<file path="src/rtl/alu_serial_seq_if.sv">
// Request/result bundle for the bit-serial ALU sequencer.
// The master side issues operations; the slave side is the sequencer.
interface alu_serial_seq_if #(
  parameter int WIDTH = 32
);
  logic             start;
  logic [WIDTH-1:0] a;
  logic [WIDTH-1:0] b;
  logic [3:0]       alu_control;
  logic             busy;
  logic             done;
  logic [WIDTH-1:0] result;
  logic             zero;
  logic             overflow;

  modport master (
    output start, a, b, alu_control,
    input  busy, done, result, zero, overflow
  );

  modport slave (
    input  start, a, b, alu_control,
    output busy, done, result, zero, overflow
  );
endinterface

</file>
<file path="src/rtl/alu_serial_seq.sv">
// Bit-serial ALU sequencer: feeds one 1-bit ALU slice LSB first, registering carry,
// and assembles a WIDTH-bit result with zero/overflow flags behind a start/done handshake.
module alu_1bit (
  input  logic       a,
  input  logic       b,
  input  logic       cin,
  input  logic       less,
  input  logic [3:0] op,
  output logic       res,
  output logic       cout
);
  logic aa, bb;

  // op[3] inverts A, op[2] inverts B, op[1:0] selects AND/OR/SUM/LESS
  always_comb begin
    aa   = a ^ op[3];
    bb   = b ^ op[2];
    cout = (aa & bb) | (cin & (aa ^ bb));
    res  = 1'b0;
    case (op[1:0])
      2'b00:   res = aa & bb;
      2'b01:   res = aa | bb;
      2'b10:   res = aa ^ bb ^ cin;
      default: res = less;
    endcase
  end
endmodule

module alu_serial_seq #(
  parameter int WIDTH = 32
) (
  input  logic            clk,
  input  logic            rst_n,
  alu_serial_seq_if.slave bus
);
  localparam int CW = (WIDTH > 1) ? $clog2(WIDTH) : 1;

  localparam logic [1:0] IDLE    = 2'd0;
  localparam logic [1:0] RUN     = 2'd1;
  localparam logic [1:0] SLT_FIX = 2'd2;
  localparam logic [1:0] DONE    = 2'd3;

  localparam logic [3:0] OP_AND = 4'b0000;
  localparam logic [3:0] OP_OR  = 4'b0001;
  localparam logic [3:0] OP_ADD = 4'b0010;
  localparam logic [3:0] OP_SUB = 4'b0110;
  localparam logic [3:0] OP_SLT = 4'b0111;
  localparam logic [3:0] OP_NOR = 4'b1100;

  logic [1:0]       state_q,  state_d;
  logic [CW-1:0]    cnt_q,    cnt_d;
  logic             carry_q,  carry_d;
  logic [WIDTH-1:0] a_q,      a_d;
  logic [WIDTH-1:0] b_q,      b_d;
  logic [3:0]       op_q,     op_d;
  logic [WIDTH-1:0] sh_q,     sh_d;
  logic             set_q,    set_d;
  logic [WIDTH-1:0] result_q, result_d;
  logic             zero_q,   zero_d;
  logic             ovf_q,    ovf_d;

  logic       s_res, s_cout;
  logic [3:0] s_op;
  logic       accept, last, ovf_w, op_ok, is_addsub;

  alu_1bit alu_i (
    .a    (a_q[0]),
    .b    (b_q[0]),
    .cin  (carry_q),
    .less (1'b0),
    .op   (s_op),
    .res  (s_res),
    .cout (s_cout)
  );

  always_comb begin
    s_op      = (op_q == OP_SLT) ? OP_SUB : op_q;
    accept    = bus.start && ((state_q == IDLE) || (state_q == DONE));
    last      = (cnt_q == CW'(WIDTH - 1));
    ovf_w     = carry_q ^ s_cout;
    op_ok     = (op_q == OP_AND) || (op_q == OP_OR) || (op_q == OP_ADD) ||
                (op_q == OP_SUB) || (op_q == OP_SLT) || (op_q == OP_NOR);
    is_addsub = (op_q == OP_ADD) || (op_q == OP_SUB);

    state_d  = state_q;
    cnt_d    = cnt_q;
    carry_d  = carry_q;
    a_d      = a_q;
    b_d      = b_q;
    op_d     = op_q;
    sh_d     = sh_q;
    set_d    = set_q;
    result_d = result_q;
    zero_d   = zero_q;
    ovf_d    = ovf_q;

    case (state_q)
      RUN: begin
        // Operands shift right so the slice always sees bit 0
        a_d     = a_q >> 1;
        b_d     = b_q >> 1;
        sh_d    = {s_res, sh_q[WIDTH-1:1]};
        carry_d = s_cout;
        cnt_d   = cnt_q + CW'(1);
        if (last) begin
          if (op_q == OP_SLT) begin
            set_d   = s_res ^ ovf_w;
            state_d = SLT_FIX;
          end else begin
            result_d = op_ok ? sh_d : '0;
            zero_d   = op_ok ? ~|sh_d : 1'b1;
            ovf_d    = is_addsub & ovf_w;
            state_d  = DONE;
          end
        end
      end
      SLT_FIX: begin
        sh_d     = {{(WIDTH-1){1'b0}}, set_q};
        result_d = sh_d;
        zero_d   = ~set_q;
        ovf_d    = 1'b0;
        state_d  = DONE;
      end
      DONE:    state_d = IDLE;
      default: state_d = state_q;
    endcase

    // Acceptance overrides the DONE -> IDLE transition for back-to-back requests
    if (accept) begin
      a_d     = bus.a;
      b_d     = bus.b;
      op_d    = bus.alu_control;
      cnt_d   = '0;
      carry_d = (bus.alu_control == OP_SUB) || (bus.alu_control == OP_SLT);
      state_d = RUN;
    end
  end

  always_ff @(posedge clk or negedge rst_n) begin
    if (!rst_n) begin
      state_q  <= IDLE;
      cnt_q    <= '0;
      carry_q  <= 1'b0;
      a_q      <= '0;
      b_q      <= '0;
      op_q     <= '0;
      sh_q     <= '0;
      set_q    <= 1'b0;
      result_q <= '0;
      zero_q   <= 1'b0;
      ovf_q    <= 1'b0;
    end else begin
      state_q  <= state_d;
      cnt_q    <= cnt_d;
      carry_q  <= carry_d;
      a_q      <= a_d;
      b_q      <= b_d;
      op_q     <= op_d;
      sh_q     <= sh_d;
      set_q    <= set_d;
      result_q <= result_d;
      zero_q   <= zero_d;
      ovf_q    <= ovf_d;
    end
  end

  assign bus.busy     = (state_q == RUN) || (state_q == SLT_FIX);
  assign bus.done     = (state_q == DONE);
  assign bus.result   = result_q;
  assign bus.zero     = zero_q;
  assign bus.overflow = ovf_q;
endmodule

</file>
<file path="src/flat_wrapper.sv">
// flat-port wrapper written by rule: the top's interface ports become plain ports
module alu_serial_seq_flat 
#(
  parameter int WIDTH = 32
)
  (clk, rst_n, bus_start, bus_a, bus_b, bus_alu_control, bus_busy, bus_done, bus_result, bus_zero, bus_overflow);
  alu_serial_seq_if #(.WIDTH(WIDTH)) bus_i ();
  input  logic clk;
  input  logic rst_n;
  input wire logic [$bits(bus_i.start)-1:0] bus_start;
  input wire logic [$bits(bus_i.a)-1:0] bus_a;
  input wire logic [$bits(bus_i.b)-1:0] bus_b;
  input wire logic [$bits(bus_i.alu_control)-1:0] bus_alu_control;
  output wire logic [$bits(bus_i.busy)-1:0] bus_busy;
  output wire logic [$bits(bus_i.done)-1:0] bus_done;
  output wire logic [$bits(bus_i.result)-1:0] bus_result;
  output wire logic [$bits(bus_i.zero)-1:0] bus_zero;
  output wire logic [$bits(bus_i.overflow)-1:0] bus_overflow;
  assign bus_i.start = bus_start;
  assign bus_i.a = bus_a;
  assign bus_i.b = bus_b;
  assign bus_i.alu_control = bus_alu_control;
  assign bus_busy = bus_i.busy;
  assign bus_done = bus_i.done;
  assign bus_result = bus_i.result;
  assign bus_zero = bus_i.zero;
  assign bus_overflow = bus_i.overflow;
  alu_serial_seq #(.WIDTH(WIDTH)) u_core (.clk(clk), .rst_n(rst_n), .bus(bus_i));
endmodule
</file>
<file path="config.mk">
export PLATFORM = sky130hd
export DESIGN_NAME = alu_serial_seq_flat
export DESIGN_NICKNAME = d
export VERILOG_FILES = /design/src/rtl/alu_serial_seq_if.sv /design/src/rtl/alu_serial_seq.sv /design/src/flat_wrapper.sv
export SDC_FILE = /design/constraint.sdc
export NUM_CORES = 1
export LEC_CHECK = 0
export ABC_CLOCK_PERIOD_IN_PS = 2600
export CORE_MARGIN = 2
export CORE_UTILIZATION = 50
export CTS_BUF_LIST = sky130_fd_sc_hd__clkbuf_4 sky130_fd_sc_hd__clkbuf_8
export CTS_CLUSTER_SIZE = 28
export DETAILED_ROUTE_END_ITERATION = 6
export GPL_TIMING_DRIVEN = 0
export PLACE_DENSITY_LB_ADDON = 0.2
export SYNTH_ARGS = -nofsm -noshare
export SYNTH_HDL_FRONTEND = slang
export SYNTH_SLANG_ARGS = --single-unit
</file>
<file path="constraint.sdc">
create_clock -name clk -period 2.6 [get_ports clk]
set_clock_uncertainty 0.2 [all_clocks]
set_input_delay 0.52 -clock clk [delete_from_list [all_inputs] [get_ports clk]]
set_output_delay 0.52 -clock clk [all_outputs]
set_load 0.01 [all_outputs]
</file>
==> impl.org <==
** Timing
- Setup repair after global routing left no endpoint under its margin.
- Tmin final :: about 2400 ps
- The max-slew violation total from the final report came to 0.
- Final hold vios :: 0
- Setup violations remaining at the end of the flow were counted as 0.
- For the final routed database, the setup TNS stands at 0 ps.
- Upper clock frequency limit :: a little over 400 MHz
- For the pin with the worst max-slew slack, the measured transition is around 520 ps.
- Tightest slew margin relative to the limit :: 0.654
- Fraction of the cycle the final worst path needs :: 0.929

** Pwr
- Share of total power in the clock network :: 0.189
- The internal power of the cells totals 0.00599 W.
- The share of total power dissipated in combinational logic is 0.444.
- Reported leakage power :: 3.58 nW
- IR analysis of the VDD net gives a maximum drop of approximately 540 uV.
- Cell area power density :: 1190 mW/mm^2
- Of the total power, the share spent switching nets is 0.380.
- Summed over all nets, the switching power comes to 0.00368 W.
- Of the total power, registers draw 0.367.

** Synth
- Async set-reset flop share out of synthesis :: 1.00
- Proportion of synthesized chip area in sequential cells :: 0.555
- Synthesis produced between 500 and 600 cells.
- Yosys mapped a number of flops with a built-in enable equal to 0.
- Count of yosys warnings during synthesis :: 0
- The synthesized netlist contains just under 50 unique library cells.
- A synthesized cell averages about 11 sq um.
- For this run, the leading register cell type out of synthesis is dfrtp_1.
- Area of the mapped netlist :: 0.00640 sq mm
- In this run, synthesis produced a sequential element count of roughly 140.
- Counting every net in the synthesized netlist gives between 600 and 700.

** Placed design
- Detailed-placement wirelength estimate :: ~9400 um
- At the end of routability-driven placement, the weighted congestion stood at roughly 0.8.
- Input and output buffers added on the ports amount to between 100 and 150.

** GRT
- The via count of the first global-routing pass is about 4700.
- Remaining global-route overflow :: 0
- Global-route wire length before repair :: 21600 um
- The initial antenna violation count came to 0.
- Total global routing track utilization :: 0.202
- Entering global routing, the biggest net connects 89 pins.

** Worst setup path
- Logic depth of the worst path, buffers included :: 5
- CP delay by family, top :: buffers and inverters
- In this design, the critical path's most frequently occurring cell is inv_1.
- Cells on worst reg2reg path :: 7
- Data arrival time of the worst path :: ~1700 ps
- Traced cell by cell, the critical path runs through inv_1 > ha_1 > buf_2 > inv_1 > dlygate4sd2_1.
- STA classifies the critical path startpoint as a flip-flop.
- Capturing element type of the critical path :: primary output
- Total buffers and inverters traversed by the critical path :: 4
- At the worst endpoint, the required time is between 1500 and 2000 ps.
- For this run, the slowest stage of the critical path takes around 350 ps.
- Critical-path maximum fanout :: 10
- The worst setup path is of the reg -> out kind.
- For this design, the slowest cell found on the critical path is dfrtp_1.

** Detailed routing
- Number of vias after detailed routing :: 4759
- Vias per cell :: between 5 and 6
- Routed wire length :: 12900 um
- Post-route antenna net violation count :: 0
- For this run, the detailed router's first-pass iteration total came to 4.
- In the final routed layout, each cell accounts on average for ~14 um.
- Starting DRC count in detailed routing :: about 190
- Drc violations :: 0

** Clock network
- No sink is reached through more buffers than the 2 on the longest clock path.
- Clock root cell :: clkbuf_8
- CTS tree :: done
- Clock-pin slew was measured on the worst setup and hold paths at 70 ps.
- The H-tree generated during clock tree synthesis spans 4 levels.
- The tree built by TritonCTS fans out to approximately 140 sinks.
- Latest clock arrival within the worst-skew pair :: 440 ps
- The number of clock buffers added by TritonCTS is 17.

** Die
- Ports placed on the boundary :: approximately 110
- Floorplan Core Area :: between 0.01 and 0.015 sq mm
- The floorplan has slightly above 40 rows.
- Die Width :: about 120 um
- The floorplan step defined a die boundary enclosing 0.0137 sq mm.
- The die is ~120 um tall.
- The initial utilization of the core area, before any placement, comes to 0.509.

** Layout
- Top library cells by usage in the layout, fill and taps aside :: dfrtp_1, clkdlybuf4s50_1, nand2_1, o21ai_0, mux2i_1
- The area growth from synthesis to layout is 27.2%.
- In the final layout, the share of cells above drive strength 1 is 0.0902.
- The final layout contains 800 nets.
- Ant. Diodes :: 0
- Most common library cell in the layout ignoring fill and taps :: dfrtp_1
- Core Util, Final :: 0.648

** Min path
- The worst hold path was traced through 2 stages.
- Type of the worst min-delay path :: reg -> reg

** Job
- Reported max-cap violation count :: 0

** Outcome
- Status :: completed
synth_stat cells, types with 3 or more instances:
master    instances  area (sq um)
a22o_1           31           272
buf_2            16          80.1
buf_6             4          45.0
buf_8             3          45.0
clkbuf_1         16          60.1
dfrtp_1         142          3550
ha_1              8           100
inv_1             9          33.8
mux2_2            4          45.0
mux2i_1          64           641
nand2_1         102           383
nand2b_1         31           194
nor2_1            7          26.3
nor3_1            3          15.0
nor4_1            7          43.8
o21ai_0          99           495
xnor2_1           3          26.3
xor2_1            4          35.0
worst register-to-register path: stages, from the launching register on:
cell and delay [ps]:
dfrtp_1 350, inv_1 60, ha_1 260, buf_2 190, and2_1 160, buf_2 330, clkbuf_2 300, mux2_2 360
power groups by stage:
stage / sequential (W) / clock [W] / combinational (W)
after floorplan: 0.00349 / 0 / 0.00310
after global placement: 0.00357 / 0 / 0.00418
after detailed placement: 0.00360 / 0 / 0.00432
after CTS: 0.00354 / 0.00187 / 0.00436
after global routing: 0.00364 / 0.00197 / 0.00482
final: 0.00355 / 0.00183 / 0.00429
per-stage QoR:
stage | hold slack, ps | instances | setup slack, ps | cell area [sq um] | power, W
floorplan | 24.4 | 592 | 451 | 6400 | 0.00658
global placement | 288 | 870 | -4620 | 7680 | 0.00774
detailed placement | 290 | 871 | -111 | 7710 | 0.00792
CTS | 308 | 904 | 126 | 8140 | 0.00977
global route | 321 | 904 | 56.9 | 8140 | 0.0104
finish | 298 | 904 | 184 | 8140 | 0.00967
worst paths after layout:
kind / to / slack (ps) / from
hold reg to reg: u_core.bus.overflow / 300 / u_core.bus.overflow
max in group asynchronous: u_core.b_q[31] / 1010 / rst_n
min in group asynchronous: u_core.bus.result[27] / 410 / rst_n
hold / removal: u_core.bus.overflow / 300 / u_core.bus.overflow
setup / recovery: bus_busy / 180 / u_core.state_q[0]
setup reg to reg: u_core.op_q[2] / 270 / u_core.state_q[0]
logic make-up (layout without fill, tap and decap cells):
| logic type | count (synthesis) | count (layout) | synth area share |
|---|---|---|---|
| AO/OA/AOI/OAI | 145 | 145 | 0.137 |
| XOR/XNOR | 7 | 7 | 0.00958 |
| adder cells (fa/ha/maj) | 9 | 9 | 0.0188 |
| buffers and inverters | 50 | 190 | 0.0424 |
| flip-flops | 142 | 142 | 0.555 |
| multiplexers | 68 | 68 | 0.107 |
| AND/OR/NAND/NOR | 171 | 171 | 0.130 |
cell type report:
class / count / area [sq um]
fillers: 1047 / 4430
flip-flops and latches: 142 / 3550
multi-input cells: 400 / 2580
repair buffers: 110 / 1110
clock buffers: 24 / 305
plain buffers: 40 / 235
well taps: 172 / 215
clock inverters: 7 / 110
inverters: 9 / 33.8
sequential cells by signal, summed over array words and instances (netlist names):
signal               flops
u_core.a_q              32
u_core.b_q              32
u_core.bus.overflow      1
u_core.bus.result       32
u_core.bus.zero          1
u_core.carry_q           1
u_core.cnt_q             5
u_core.op_q              4
u_core.set_q             1
u_core.sh_q             31
u_core.state_q           2
routing by layer:
metal	vias to the layer above	track usage	routed length (um)
met5	-	0	0
met4	0	0.0910	281
met3	26	0.0520	635
met2	120	0.339	6330
met1	2296	0.248	5700
li1	2317	-	-
what timing repair did:
item,in CTS,in global routing
pin swaps,0,0
buffers inserted,2,0
hold endpoints to repair,54,0
hold buffers,1,0
gates resized for setup,1,2
setup endpoints to repair,73,2
gates cloned,0,0
(Power assumes the default switching activity.)
